<file path="src/rtl/hit_sample_fifo.sv">
// rtl/hit_sample_fifo.sv - multi-lane hit sample capture FIFO with show-ahead single-sample drain
// Lanes are packed into consecutive slots in ascending index order; lanes that do not fit are dropped.
module hit_sample_fifo #(
    parameter int SIGFIG       = 24,
    parameter int AXIS         = 3,
    parameter int COLORS       = 3,
    parameter int NUM_SAMPLES  = 2,
    parameter int DEPTH        = 16,
    parameter int AFULL_MARGIN = 4
) (
    input  logic                                              clk,
    input  logic                                              rst,
    input  logic signed [NUM_SAMPLES-1:0][AXIS-1:0][SIGFIG-1:0] hit_R18S,
    input  logic        [COLORS-1:0][SIGFIG-1:0]              color_R18U,
    input  logic        [NUM_SAMPLES-1:0]                     hit_valid_R18H,
    output logic signed [AXIS-1:0][SIGFIG-1:0]                hit_R19S,
    output logic        [COLORS-1:0][SIGFIG-1:0]              color_R19U,
    output logic                                              hitValid_R19H,
    input  logic                                              hitReady_R19H,
    output logic        [$clog2(DEPTH+1)-1:0]                 count_RnnnnU,
    output logic                                              almostFull_RnnnnH,
    output logic                                              overflow_RnnnnH
);
    localparam int CW = $clog2(DEPTH+1);
    localparam int PW = $clog2(DEPTH);
    localparam logic [CW-1:0] DEPTH_C    = CW'(DEPTH);
    localparam logic [CW-1:0] AFULL_THR  = CW'(DEPTH - AFULL_MARGIN);

    logic [AXIS-1:0][SIGFIG-1:0]   mem_hit   [DEPTH];
    logic [COLORS-1:0][SIGFIG-1:0] mem_color [DEPTH];

    logic [PW-1:0] rd_ptr;
    logic [PW-1:0] wr_ptr;
    logic [CW-1:0] count;
    logic          afull;
    logic          ovf;

    logic                   pop;
    logic [CW-1:0]          space;
    logic [CW-1:0]          accepted;
    logic [CW-1:0]          count_next;
    logic                   drop;
    logic [NUM_SAMPLES-1:0] lane_we;
    logic [PW-1:0]          lane_addr [NUM_SAMPLES];

    assign pop   = (count != '0) && hitReady_R19H;
    // A same-cycle pop frees its slot for this cycle's push.
    assign space = DEPTH_C - count + CW'(pop);

    always_comb begin
        accepted = '0;
        drop     = 1'b0;
        lane_we  = '0;
        for (int l = 0; l < NUM_SAMPLES; l++) begin
            lane_addr[l] = wr_ptr + accepted[PW-1:0];
            if (hit_valid_R18H[l]) begin
                if (accepted < space) begin
                    lane_we[l] = 1'b1;
                    accepted   = accepted + CW'(1);
                end else begin
                    drop = 1'b1;
                end
            end
        end
    end

    assign count_next = count + accepted - CW'(pop);

    always_ff @(posedge clk) begin
        if (rst) begin
            rd_ptr <= '0;
            wr_ptr <= '0;
            count  <= '0;
            afull  <= 1'b0;
            ovf    <= 1'b0;
        end else begin
            rd_ptr <= rd_ptr + PW'(pop);
            wr_ptr <= wr_ptr + accepted[PW-1:0];
            count  <= count_next;
            afull  <= (count_next >= AFULL_THR);
            if (drop) begin
                ovf <= 1'b1;
            end
        end
    end

    // Storage carries no reset; hits arriving during reset are simply not written.
    always_ff @(posedge clk) begin
        if (!rst) begin
            for (int l = 0; l < NUM_SAMPLES; l++) begin
                if (lane_we[l]) begin
                    mem_hit[lane_addr[l]]   <= hit_R18S[l];
                    mem_color[lane_addr[l]] <= color_R18U;
                end
            end
        end
    end

    assign hitValid_R19H     = (count != '0);
    assign hit_R19S          = hitValid_R19H ? mem_hit[rd_ptr]   : '0;
    assign color_R19U        = hitValid_R19H ? mem_color[rd_ptr] : '0;
    assign count_RnnnnU      = count;
    assign almostFull_RnnnnH = afull;
    assign overflow_RnnnnH   = ovf;
endmodule

</file>
<file path="config.mk">
export PLATFORM = sky130hd
export DESIGN_NAME = hit_sample_fifo
export DESIGN_NICKNAME = d
export VERILOG_FILES = /design/src/rtl/hit_sample_fifo.sv
export SDC_FILE = /design/constraint.sdc
export NUM_CORES = 2
export LEC_CHECK = 0
export ABC_AREA = 1
export CORE_MARGIN = 8
export CORE_UTILIZATION = 30
export CTS_BUF_LIST = sky130_fd_sc_hd__clkbuf_4 sky130_fd_sc_hd__clkbuf_8 sky130_fd_sc_hd__clkbuf_16
export CTS_CLUSTER_SIZE = 20
export DETAILED_ROUTE_END_ITERATION = 10
export PLACE_DENSITY = 0.52
export SKIP_LAST_GASP = 1
export SYNTH_ARGS = -nofsm -noshare
export SYNTH_HDL_FRONTEND = slang
export SYNTH_SLANG_ARGS = --single-unit
export TNS_END_PERCENT = 100
</file>
<file path="constraint.sdc">
create_clock -name clk -period 9.2 [get_ports clk]
set_clock_uncertainty 0.15 [all_clocks]
set_input_delay 1.38 -clock clk [delete_from_list [all_inputs] [get_ports clk]]
set_output_delay 1.38 -clock clk [all_outputs]
set_load 0.005 [all_outputs]
</file>
* Word-level counts from Yosys, hierarchy flattened *
Memories as Yosys holds them, arrays and structs flattened. A register that Yosys moved wholly into a read port is not among the register bits.
Cells that the tools add are included.

operators by class
  add/subtract/negate cells = 8
  order comparisons = 3
  multiplexer cells = 22
  reduce and logical (&&, ||, !) cells = 2

operators by type and width
  operator                                                   count
  two-way mux 72 bit                                         2
  two-way mux 1 bit                                          16
  two-way mux 5 bit                                          2
  adder 4 bit                                                2
  two-way mux 4 bit                                          2
  adder 5 x 1 -> 5 bit                                       1
  adder 5 x 1 -> 5 bit, second input constant                1
  adder 5 bit                                                1
  >= comparator 5 x 4 -> 1 bit, second input constant        1
  less-than comparator 1 x 5 -> 1 bit, first input constant  1
  less-than comparator 5 bit                                 1
  nonzero test 5 bit                                         1
  subtractor 5 x 1 -> 5 bit                                  1
  subtractor 5 bit, first input constant                     1
  adder 4 x 1 -> 4 bit                                       1
  logical AND 1 bit                                          1

storage, ports and cells
  register bits after elaboration = 15
  bits in writable memories = 2304
  bits of input ports = 221
  output and inout bits = 152
  word-level logic and storage cells = 42
  memories = 2

memory list
  memory     words  bits a word  read ports  clocked after memory_dff  write ports  line  source
  mem_color  16     72           1           1                         2            30    logic [COLORS-1:0][SIGFIG-1:0] mem_color [DEPTH];
  mem_hit    16     72           1           1                         2            29    logic [AXIS-1:0][SIGFIG-1:0] mem_hit [DEPTH];

* Logic depth before layout (Yosys ltp) *
  depth after elaboration = 12
  depth in mapped cells = 30

* Least setup slack after synthesis *
OpenSTA, ideal clock, no wires.

  kind = flip-flop to flip-flop
  start = reg count[3], in the netlist count_RnnnnU[3]
  end = mem mem_color[10][0] in the netlist's numbering (enable)
  data arrival time = 6.720 ns
  path slack = 1.820 ns
  stages on the path, launching flop included = 26
  clock period less this slack = 7.380 ns
  cells stage by stage = dfxtp_1 > inv_1 > ha_1 > nand2_1 > nor3_1 > clkbuf_1 > clkbuf_1 > inv_1 > nand2_1 > ha_1 > inv_1 > ha_1 > inv_1 > nand3_1 > nor2_4 > nand3_1 > nand2_1 > inv_1 > ha_1 > ha_1 > xnor2_1 > nand3_1 > nor2_1 > nand3_4 > clkbuf_2 > nand2_1

RTL lines
  element                 line  source
  start, declared         34    logic [CW-1:0] count;
  start signal, assigned  79    count <= count_next;
  end, declared           30

==> impl_metrics.csv <==
group,metric,value,unit
timing,setup_viol,0,
place,placed_area,112400,um2
floorplanning,fp.coreArea,351600,um2
power_and_ir_drop,switching_power,10.86,mW
outcome,status,"finished, final reports clean",
synth,synth_edf_count,2304,
finish,drive_gt1_frac,0.05928,
synth,synthXorXnorAreaFrac,0.0005804,
timing,tns,0,ps
worst_setup_path,cp.required,7670,ps
synth,synthMuxAreaShare,0,
synth,yosysMostFrequentCell,"edfxtp_1",
power_and_ir_drop,power.density,268.8,nW/um2
finish,fillers,34722,
power_and_ir_drop,p_leak,42.22,nW
drt,wire_per_inst,23.83,um
timing,period_share,0.7682,
worst_setup_path,arrival,5540,ps
drt,postRouteAntennaNets,0,
clock_tree,cts_buffers,269,
floorplanning,die_w,609.4,um
synth,yosys-top-cells-count,"edfxtp_1 (2304), nor2_1 (2001), o21ai_0 (1978)",
drt,routed-via-count,76823,
synth,mappedNetlistNets,10516,
synth,synth_cells,10278,
global_route,antenna_found_initial,47,
clock_tree,cts.sinks,2319,
worst_setup_path,cp_top_family,"buffers and inverters",
worst_setup_path,cp-startpoint,"rd_ptr[0]",
worst_setup_path,max_stage_delay,870,ps
synth,synth_top_area_frac,0.6550,
drt,first_pass_iters,6,
floorplanning,rows,218,
synth,synth_compound_area_frac,0.1377,
synth,synth_area_leader_cell,"edfxtp_1",
timing,hold_viol_final,0,
worst_setup_path,crit_type,"register to primary output",
timing,final.min_clock_period,7068,ps
timing,rsz0062_at_grt,"no",
timing,setup_ws,2132,ps
clock_tree,tritoncts,"yes",
power_and_ir_drop,p_int,21.67,mW
synth,ys_ff_latch,2319,
synth,yosysSeqAreaShare,0.6578,
timing,fmax,0.1415,GHz
global_route,grt_pass1_wl,518500,um
synth,synth_fa_ha_area_frac,0.002156,
finish,final_cells,14947,
synth,synth_flop_cell,"edfxtp_1",
drt,vias_per_cell,5.140,
timing,worst_pin_slew,1273,ps
clock_tree,clock_latency,890,ps
floorplanning,num_io_pins,373,
finish,area_growth,14.60,%
synth,yosys.area_share.simple,0.1476,
drt,drt_iter0_drc,7940,
synth,avgSynthCellArea,10.28,um2
clock_tree,htreeDepth,5,
power_and_ir_drop,combPwrFrac,0.279,
synth,ys_warn_count,0,
drt,wl,356200,um
job,drv_cap,0,
floorplanning,dieArea,371400,um2
power_and_ir_drop,p_sw_frac,0.3339,
drt,remaining_drc_errors,0,
floorplanning,die_h,609.4,um
worst_setup_path,cp-start-kind,"register",
place,place_inst,14459,
worst_setup_path,slowest_stage,"buf_4",
worst_setup_path,end_kind,"primary output",
synth,synth_area,105600,um2
clock_tree,cts_buffer_depth,4,
power_and_ir_drop,pwr-share-clk,0.328,
clock_tree,cts_hold_buf,0,
min_path,hp-class,"register to register",
finish,fin_util,0.3443,
timing,slew_violations,0,
clock_tree,ctsResizeCount,0,
clock_tree,path_clk_slew,60,ps
synth,async_reset_ff_frac,0,
global_route,grt_pass1_vias,74315,
finish,nets,10348,
worst_setup_path,crit-reg2reg-launch,"count_RnnnnU[2]",
worst_setup_path,cp_max_fo,81,
timing,maxSlewHeadroom,0.1516,
place,gp_congestion,0.7845,
worst_setup_path,crit_chain,"buf_4, buf_4, o21ai_0, o21ai_0, nand3_1, a21oi_1, clkdlybuf4s50_1",
global_route,grt-ovfl-total,0,
power_and_ir_drop,vdd_drop_max,205.2,uV
place,dpl_worst_slack,2382,ps
place,hpwl,190400,um
global_route,track_usage,0.1839,
synth,synth_top_family_by_area,"simple AND/OR/NAND/NOR gates",
global_route,grt_max_degree,199,
synth,synth.area.top_cells,"edfxtp_1 (65%), o21ai_0 (9.4%), nor2_1 (7.1%), nand2_1 (4.8%), nand3_1 (2.5%)",
clock_tree,ctsRootBufferMaster,"clkbuf_16",
synth,yosysUniqueCellTypes,31,
finish,fin_area,121100,um2
clock_tree,post-cts-setup-buffers,0,
worst_setup_path,cp_num_buf_inv,3,
place,place.port_buffers,372,
power_and_ir_drop,p_seq_frac,0.393,
min_path,min_from,"overflow_RnnnnH",
floorplanning,initial_utilization,0.3004,
==> power groups by stage <==
| stage | Combinational (mW) | Sequential (mW) | Clock, mW |
|---|---|---|---|
| after detailed placement | 9.21 | 13.0 | 0 |
| final | 9.09 | 12.8 | 10.7 |
| after floorplan | 4.97 | 13.1 | 0 |
| after global placement | 9.13 | 13.0 | 0 |
| after CTS | 9.25 | 12.8 | 10.9 |
| after global routing | 9.97 | 12.8 | 11.2 |
==> tightest hold or removal path, cell delays in order (launching register included) <==
cell and delay, ps:
dfxtp_1 340, inv_1 60, nand3_1 70, nand2_1 60, inv_1 30
==> path summary, 6_finish.rpt <==
path / endpoint / slack, ps / cells past startpoint
min: overflow_RnnnnH / 450 / 4
max reg2reg: mem_color[9][26] / 3110 / 24
max: hit_R19S[70] / 2130 / 7
min reg2reg: overflow_RnnnnH / 450 / 4
==> registers in the layout (all words and copies together), names as in the netlist <==
name,count
almostFull_RnnnnH,1
count_RnnnnU,5
mem_color,1152
mem_hit,1152
overflow_RnnnnH,1
rd_ptr,4
wr_ptr,4
==> cell type report <==
type                    instances  area, um2  share of cell area
diodes                         20      50.05           0.0004134
clock buffers                 337       7347             0.06069
clock inverters               131       1299             0.01073
inverters                     257       1003            0.008289
multi-input cells            6747      30590              0.2527
flip-flops and latches       2319      69500              0.5741
well taps                    4620       5781             0.04775
repair buffers                516       5480             0.04527
==> layout by cell type (no fill, tap or decap), types with 15 or more instances in the layout <==
cell,netlist,layout
o211ai_1,202,202
clkinv_2,1,37
buf_12,0,54
nand3_1,531,531
edfxtp_1,2304,2304
a21oi_1,293,293
ha_1,15,15
nand3_4,11,17
o21ai_0,1978,1978
clkdlybuf4s50_1,0,372
buf_4,62,90
inv_1,252,251
clkbuf_16,0,275
o21ai_1,332,332
nand2_4,0,16
diode_2,0,20
clkbuf_4,0,62
bufinv_16,0,22
nor2_1,2001,2001
nand2_1,1360,1344
clkinv_1,1,48
==> logic make-up (layout without fill, tap and decap cells) <==
| logic type | count (synthesis) | after routing |
|---|---|---|
| XOR/XNOR | 7 | 7 |
| flip-flops | 2319 | 2319 |
| adder cells (fa/ha/maj) | 17 | 17 |
| other | 0 | 20 |
| AO/OA/AOI/OAI | 2805 | 2805 |
| AND/OR/NAND/NOR | 3918 | 3918 |
| buffers and inverters | 1212 | 1241 |
==> metal layers <==
metal	vias up	wire, um	global-route usage	part of all wire
met4	12	11260	0.05879	0.032
met2	2830	172900	0.3137	0.49
met3	546	23780	0.02575	0.067
met1	37866	148200	0.2414	0.42
met5	-	74	0	0.00021
li1	35569	-	-	-
==> through the flow <==
step	hold WS [ps]	power [mW]
floorplan	328.7	18.03
global placement	378.2	22.12
detailed placement	430.8	22.22
CTS	441.0	32.91
global route	474.8	34.05
finish	446.1	32.54
Power figures use the tool's default switching activity.
